===== src/rtl/rst_seq.sv =====
// rst_seq: debounces the reset pushbutton and sequences the core reset and start pulse.
// Power-up or a debounced press holds sys_rst, then a delayed one-cycle go follows its release.
module rst_seq #(
    parameter int DB_CYCLES   = 12000,
    parameter int HOLD_CYCLES = 16,
    parameter int GO_DELAY    = 4
) (
    input  logic clk,
    input  logic rst,
    input  logic btn_n,
    output logic sys_rst,
    output logic go,
    output logic btn_press
);
    localparam int DBW  = $clog2(DB_CYCLES);
    localparam int PMAX = HOLD_CYCLES > GO_DELAY ? HOLD_CYCLES : GO_DELAY;
    localparam int PW   = PMAX > 1 ? $clog2(PMAX) : 1;

    typedef enum logic [1:0] {HOLD, WAIT, RUN} state_t;

    logic [1:0]     r_sync;
    logic           r_db;
    logic [DBW-1:0] r_db_cnt;
    logic           r_press;
    state_t         r_state;
    logic [PW-1:0]  r_cnt;
    logic           r_sys_rst;
    logic           r_go;
    logic           w_db_flip;
    state_t         w_state_nx;
    logic [PW-1:0]  w_cnt_nx;

    // db only changes once the synchronized level has disagreed for DB_CYCLES edges
    assign w_db_flip = (r_sync[1] != r_db) && (r_db_cnt == DBW'(DB_CYCLES - 1));

    always_ff @(posedge clk or posedge rst) begin
        if (rst) begin
            r_sync   <= 2'b11;
            r_db     <= 1'b1;
            r_db_cnt <= '0;
            r_press  <= 1'b0;
        end else begin
            r_sync   <= {r_sync[0], btn_n};
            r_db     <= w_db_flip ? r_sync[1] : r_db;
            r_db_cnt <= (r_sync[1] == r_db || w_db_flip) ? '0 : r_db_cnt + 1'b1;
            r_press  <= w_db_flip & r_db;
        end
    end

    always_comb begin
        w_state_nx = r_state;
        w_cnt_nx   = r_cnt;
        case (r_state)
            HOLD: begin
                if (!r_db) begin
                    w_cnt_nx = '0;
                end else if (r_cnt == PW'(HOLD_CYCLES - 1)) begin
                    w_state_nx = WAIT;
                    w_cnt_nx   = '0;
                end else begin
                    w_cnt_nx = r_cnt + 1'b1;
                end
            end
            WAIT: begin
                if (r_press) begin
                    w_state_nx = HOLD;
                    w_cnt_nx   = '0;
                end else if (r_cnt == PW'(GO_DELAY - 1)) begin
                    w_state_nx = RUN;
                    w_cnt_nx   = '0;
                end else begin
                    w_cnt_nx = r_cnt + 1'b1;
                end
            end
            RUN: begin
                if (r_press) begin
                    w_state_nx = HOLD;
                    w_cnt_nx   = '0;
                end
            end
            default: begin
                w_state_nx = HOLD;
                w_cnt_nx   = '0;
            end
        endcase
    end

    always_ff @(posedge clk or posedge rst) begin
        if (rst) begin
            r_state   <= HOLD;
            r_cnt     <= '0;
            r_sys_rst <= 1'b1;
            r_go      <= 1'b0;
        end else begin
            r_state   <= w_state_nx;
            r_cnt     <= w_cnt_nx;
            r_sys_rst <= (w_state_nx == HOLD);
            r_go      <= (r_state == WAIT) && (w_state_nx == RUN);
        end
    end

    assign sys_rst   = r_sys_rst;
    assign go        = r_go;
    assign btn_press = r_press;
endmodule


===== config.mk =====
export PLATFORM = sky130hd
export DESIGN_NAME = rst_seq
export DESIGN_NICKNAME = d
export VERILOG_FILES = /design/src/rtl/rst_seq.sv
export SDC_FILE = /design/constraint.sdc
export NUM_CORES = 1
export LEC_CHECK = 0
export CAP_MARGIN = 20
export CORE_UTILIZATION = 55
export CTS_BUF_LIST = sky130_fd_sc_hd__clkbuf_4
export DETAILED_ROUTE_END_ITERATION = 8
export PLACE_DENSITY = 0.71
export REMOVE_ABC_BUFFERS = 1
export SETUP_SLACK_MARGIN = 0.5
export SLEW_MARGIN = 15
export SYNTH_ARGS = -nofsm -noshare
export SYNTH_HDL_FRONTEND = slang
export SYNTH_SLANG_ARGS = --single-unit

===== constraint.sdc =====
create_clock -name clk -period 4.05 [get_ports clk]
set_clock_uncertainty 0.05 [all_clocks]
set_input_delay 1.215 -clock clk [delete_from_list [all_inputs] [get_ports clk]]
set_output_delay 1.215 -clock clk [all_outputs]
set_load 0.01 [all_outputs]

# Yosys cells after proc, flatten, opt, wreduce, memory -nomap -nowiden
# Index checks and enable logic that the tools add are counted.
[classes] n_bitwise=1 eq_ne=9 n_reduce_logical=5 muxes=13 add_sub_neg=2
[ops] op="4-bit two-way mux" count=5
[ops] op="14-bit by 1-bit adder with 14-bit output, second input constant" count=1
[ops] op="14-bit == test, second input constant" count=1
[ops] op="14-bit two-way mux" count=1
[ops] op="4-bit one-hot mux with 3 select lines" count=1
[ops] op="2-bit two-way mux" count=5
[ops] op="2-bit one-hot mux with 3 select lines" count=1
[ops] op="4-bit by 1-bit adder with 4-bit output, second input constant" count=1
[ops] op="2-bit == test, second input constant" count=2
[ops] op="4-bit by 2-bit == test with 1-bit output, second input constant" count=1
[ops] op="4-bit == test, second input constant" count=1
[ops] op="2-bit logical NOT" count=2
[ops] op="2-bit by 1-bit == test with 1-bit output, second input constant" count=1
[ops] op="1-bit logical AND" count=2
[ops] op="2-bit != test, second input constant" count=1
[ops] op="1-bit bitwise AND" count=1
[ops] op="1-bit == test" count=1
[ops] op="1-bit logical OR" count=1
[ops] op="1-bit != test" count=1
[totals] out_inout_bits=3 in_bits=3 regBits=26 word_cells=38

# Depth between registers and ports, before layout
[depth] ltp_word=6 ltp_mapped=6 ltp_nobuf=5

# Least setup slack after synthesis
# No wires, ideal clock.
[synth_path] kind="reg2reg" start="reg r_db_cnt[5]" end="reg r_db_cnt[10]" arrival_ps=1633 period_less_slack_ps=1802 path_stages_with_launch=6 slack_ps=2248 t_required_ps=3881 setup_time_ps=119 path_cell_list="dfrtp_1 > or4b_1 > or4_4 > nand2_1 > buf_6 > nor2_1"
[synth_between] elab_chain_len=4
[synth_lines] element="start: declaration" line="23" text="logic [DBW-1:0] r_db_cnt;"
[synth_lines] element="start signal: assignment" line="45" text="r_db_cnt <= (r_sync[1] == r_db || w_db_flip) ? '0 : r_db_cnt + 1'b1;"
[synth_lines] element="parallel branches: the longest is 3 deep, another holds 14-bit by 1-bit adder with 14-bit output"
[synth_lines] element="14-bit two-way mux *" line="45"
# Mark *: on every way between the ends.
# A chain may end at the register's enable or synchronous reset.

# Worst setup path after layout
[layout_path] start="reg r_sys_rst, in the netlist sys_rst" end="out sys_rst"
[layout_lines] element="start: declaration" line="27" text="logic r_sys_rst;"
[layout_lines] element="start signal: assignment" line="97" text="r_sys_rst <= (w_state_nx == HOLD);"
[layout_lines] element="end: declaration" line="11" text="output logic sys_rst,"
# No word-level cell between the ends.

==> results.json <==
{
  "ctsHoldBuffers": 0,
  "pin_count_of_the_biggest_net_entering_global_routing": 27,
  "finalWeightedCongestion": 0.789,
  "wirelength_um": 1900,
  "power_density_nw_per_um2": 300,
  "clock_insertion_delay_worst_skew_ns": 0.31,
  "cts_max_level": 1,
  "netlist-cell-type-count": 34,
  "clkTransAtPathRegs_ns": 0.14,
  "timing.critical_path.to_type": "primary output",
  "start_util": 0.604,
  "dieWidth_um": 49.1,
  "main_combinational_cell_family_by_area_after_synthesis": "simple AND/OR/NAND/NOR gates",
  "period_minus_slack_ns": 2.62,
  "num_vias": 821,
  "ys_ff_latch": 26,
  "post_drt_wl_per_cell_um": 13.0,
  "synth_mux_area_frac": 0.0297,
  "cts_root_buf": "sky130_fd_sc_hd__clkbuf_4",
  "layout-drive-gt1-share": 0.109,
  "slew_worst_pin_ns": 0.923,
  "place.detailed.hpwl_um": 1350,
  "synth_largest_type_area_fraction": 0.451,
  "achievable-frequency_mhz": 381,
  "final-seq-area_um2": 656,
  "ant_nets": 0,
  "synth.top_cells.by_area": "sky130_fd_sc_hd__dfrtp_1, sky130_fd_sc_hd__dfstp_2, sky130_fd_sc_hd__xnor2_1",
  "crit_slowest_cell": "sky130_fd_sc_hd__dfstp_2",
  "synth-xor-area-share": 0.0932,
  "numPortBuffers": 5,
  "critical_path_class": "reg -> out",
  "total_clock_buffers_created_by_cts": 3,
  "cts_tree": "yes",
  "critical_path_buf_inv_count": 1,
  "antenna_found_initial": 0,
  "irDropWorstVdd_mv": 0.189,
  "via_count_of_the_first_global_routing_pass": 749,
  "detailedRoute.firstIterationViolations": 8,
  "multi_input_comb_area_um2": 543,
  "crit_path_cell_trace": "clkdlybuf4s50_1",
  "synthesis.yosys.warnings": 0,
  "die_h_um": 49.1,
  "synth.yosys.seq_area_share": 0.537,
  "num-nets-final": 125,
  "finalCritPeriodShare": 0.648,
  "synth_largest_area_cell": "sky130_fd_sc_hd__dfrtp_1",
  "timing_max_transition_violations_final": 0,
  "rsz0062_at_grt": "false",
  "setup_violations": 0,
  "synth_cell_area_um2": 1220,
  "area.growth.synth_to_final_pct": 8.09,
  "cts_post_setup_buffers_inserted": 0,
  "top_level_ports": 6,
  "globalRoute.totalOverflow": 0,
  "grt_first_pass_wirelength_um": 3530,
  "result_of_the_run": "finished, final reports clean",
  "coreArea_um2": 2020,
  "layout_fillers": 166,
  "worstHoldPathType": "reg -> reg",
  "p_leak_nw": 0.570,
  "syn-mean-instance-area_um2": 10.9,
  "fin_util": 0.653,
  "timing.slew.headroom": 0.384,
  "worstPathMaxFanout": 1,
  "synthAdderAreaFrac": 0.0205,
  "startpoint_type": "flip-flop",
  "cts_sinks": 26,
  "drc": 0,
  "hold_violations": 0,
  "critical_path_required_ns": 2.78,
  "crit_arrival_ns": 1.36,
  "antenna_cells_inserted": 0,
  "syn_inst": 112,
  "drt_via_density": 5.62,
  "total_global_route_track_usage": 0.190,
  "total_power_w": 0.000396,
  "drt-pass1-iter-count": 4,
  "final.setup.tns_ns": 0,
  "core.rowCount": 16,
  "crit_family": "flip-flops",
  "timing.max_cap.violations": 0,
  "synth-compound-area-share": 0.0594,
  "clock_tree.buffer_depth": 2,
  "holdWs_ns": 0.332,
  "ctsResizeCount": 0,
  "synthSimpleGateAreaFrac": 0.242,
  "die_area_um2": 2410,
  "cp_slowest_stage_delay_ns": 0.53
}
-- synthesized netlist by cell type --
cell,count
sky130_fd_sc_hd__nand2b_1,1
sky130_fd_sc_hd__nand2_1,6
sky130_fd_sc_hd__nand4_1,4
sky130_fd_sc_hd__nor4b_1,1
sky130_fd_sc_hd__or4_4,1
sky130_fd_sc_hd__and2_1,1
sky130_fd_sc_hd__and3_2,1
sky130_fd_sc_hd__o21bai_1,1
sky130_fd_sc_hd__nor3b_1,3
sky130_fd_sc_hd__clkbuf_1,1
sky130_fd_sc_hd__dfstp_2,4
sky130_fd_sc_hd__nor2_1,17
sky130_fd_sc_hd__and3_1,1
sky130_fd_sc_hd__xor2_1,4
sky130_fd_sc_hd__buf_6,1
sky130_fd_sc_hd__a22o_1,3
sky130_fd_sc_hd__dfrtp_1,22
sky130_fd_sc_hd__a2bb2oi_1,1
sky130_fd_sc_hd__inv_1,2
sky130_fd_sc_hd__a21o_1,1
sky130_fd_sc_hd__nand3_1,5
sky130_fd_sc_hd__nor2b_1,4
sky130_fd_sc_hd__mux2_4,1
sky130_fd_sc_hd__or3b_2,1
sky130_fd_sc_hd__xnor2_1,9
sky130_fd_sc_hd__a21oi_1,1
sky130_fd_sc_hd__nor3_1,5
sky130_fd_sc_hd__o32ai_1,2
sky130_fd_sc_hd__mux2i_1,1
sky130_fd_sc_hd__nor4_1,2
sky130_fd_sc_hd__mux2_2,1
sky130_fd_sc_hd__and4_1,1
sky130_fd_sc_hd__ha_1,2
sky130_fd_sc_hd__or4b_1,1
-- report_power, final --
part	internal (W)	leakage [nW]	switching, W	total (W)
sequential	0.000264	0.347	0.00000313	0.000267
clock	0.0000451	0.0184	0.0000700	0.000115
combinational	0.00000459	0.205	0.00000945	0.0000140
-- final timing paths --
kind                        startpoint           end  slack [ns]  cells after the start
hold reg to reg              r_sync[0]     r_sync[1]        0.33                      0
setup / recovery               sys_rst       sys_rst        1.43                      1
setup reg to reg           r_db_cnt[5]  r_db_cnt[13]        1.97                      4
hold / removal               r_sync[0]     r_sync[1]        0.33                      0
max in group asynchronous          rst      r_cnt[2]        2.04                      2
min in group asynchronous          rst   r_db_cnt[1]        1.34                      2
-- cells by family after synthesis --
kind of cell | count (synthesis)
flip-flops | 26
multiplexers | 3
AND/OR/NAND/NOR | 55
XOR/XNOR | 13
AO/OA/AOI/OAI | 9
adder cells (fa/ha/maj) | 2
buffers and inverters | 4
-- placed cells by master, fill, tap and decap left out, types with 5 or more instances in the layout --
master                             n
sky130_fd_sc_hd__xnor2_1           9
sky130_fd_sc_hd__nor2_1           17
sky130_fd_sc_hd__nand2_1           6
sky130_fd_sc_hd__clkdlybuf4s50_1   5
sky130_fd_sc_hd__nand3_1           5
sky130_fd_sc_hd__nor3_1            5
sky130_fd_sc_hd__dfrtp_1          22
-- metrics by stage --
stage	setup WS (ns)	cell area (um2)	std cells
2_1_floorplan	2.21	1210	110
3_3_place_gp	1.63	1290	142
3_5_place_dp	1.63	1290	142
4_1_cts	1.41	1320	146
5_1_grt	1.38	1320	146
6_report	1.43	1320	146
-- registers in the layout, indices dropped and copies added, names as in the netlist --
register,cells
r_sync,2
r_db_cnt,14
r_state,2
btn_press,1
go,1
r_cnt,4
r_db,1
sys_rst,1
-- per-layer routing --
metal | track usage | up-vias | wire length, um
met1 | 0.295 | 402 | 1000
met5 | 0 | - | 0
met2 | 0.272 | 10 | 825
li1 | - | 407 | -
met4 | 0.0588 | 0 | 14
met3 | 0.0280 | 2 | 58
-- area by class of cell --
class / instances / share of cell area
flip-flops and latches: 26 / 0.497
multi-input cells: 82 / 0.411
repair buffers: 5 / 0.0379
well taps: 27 / 0.0256
clock buffers: 4 / 0.0227
inverters: 2 / 0.00569
No activity file was read; power rests on OpenSTA's default activity.
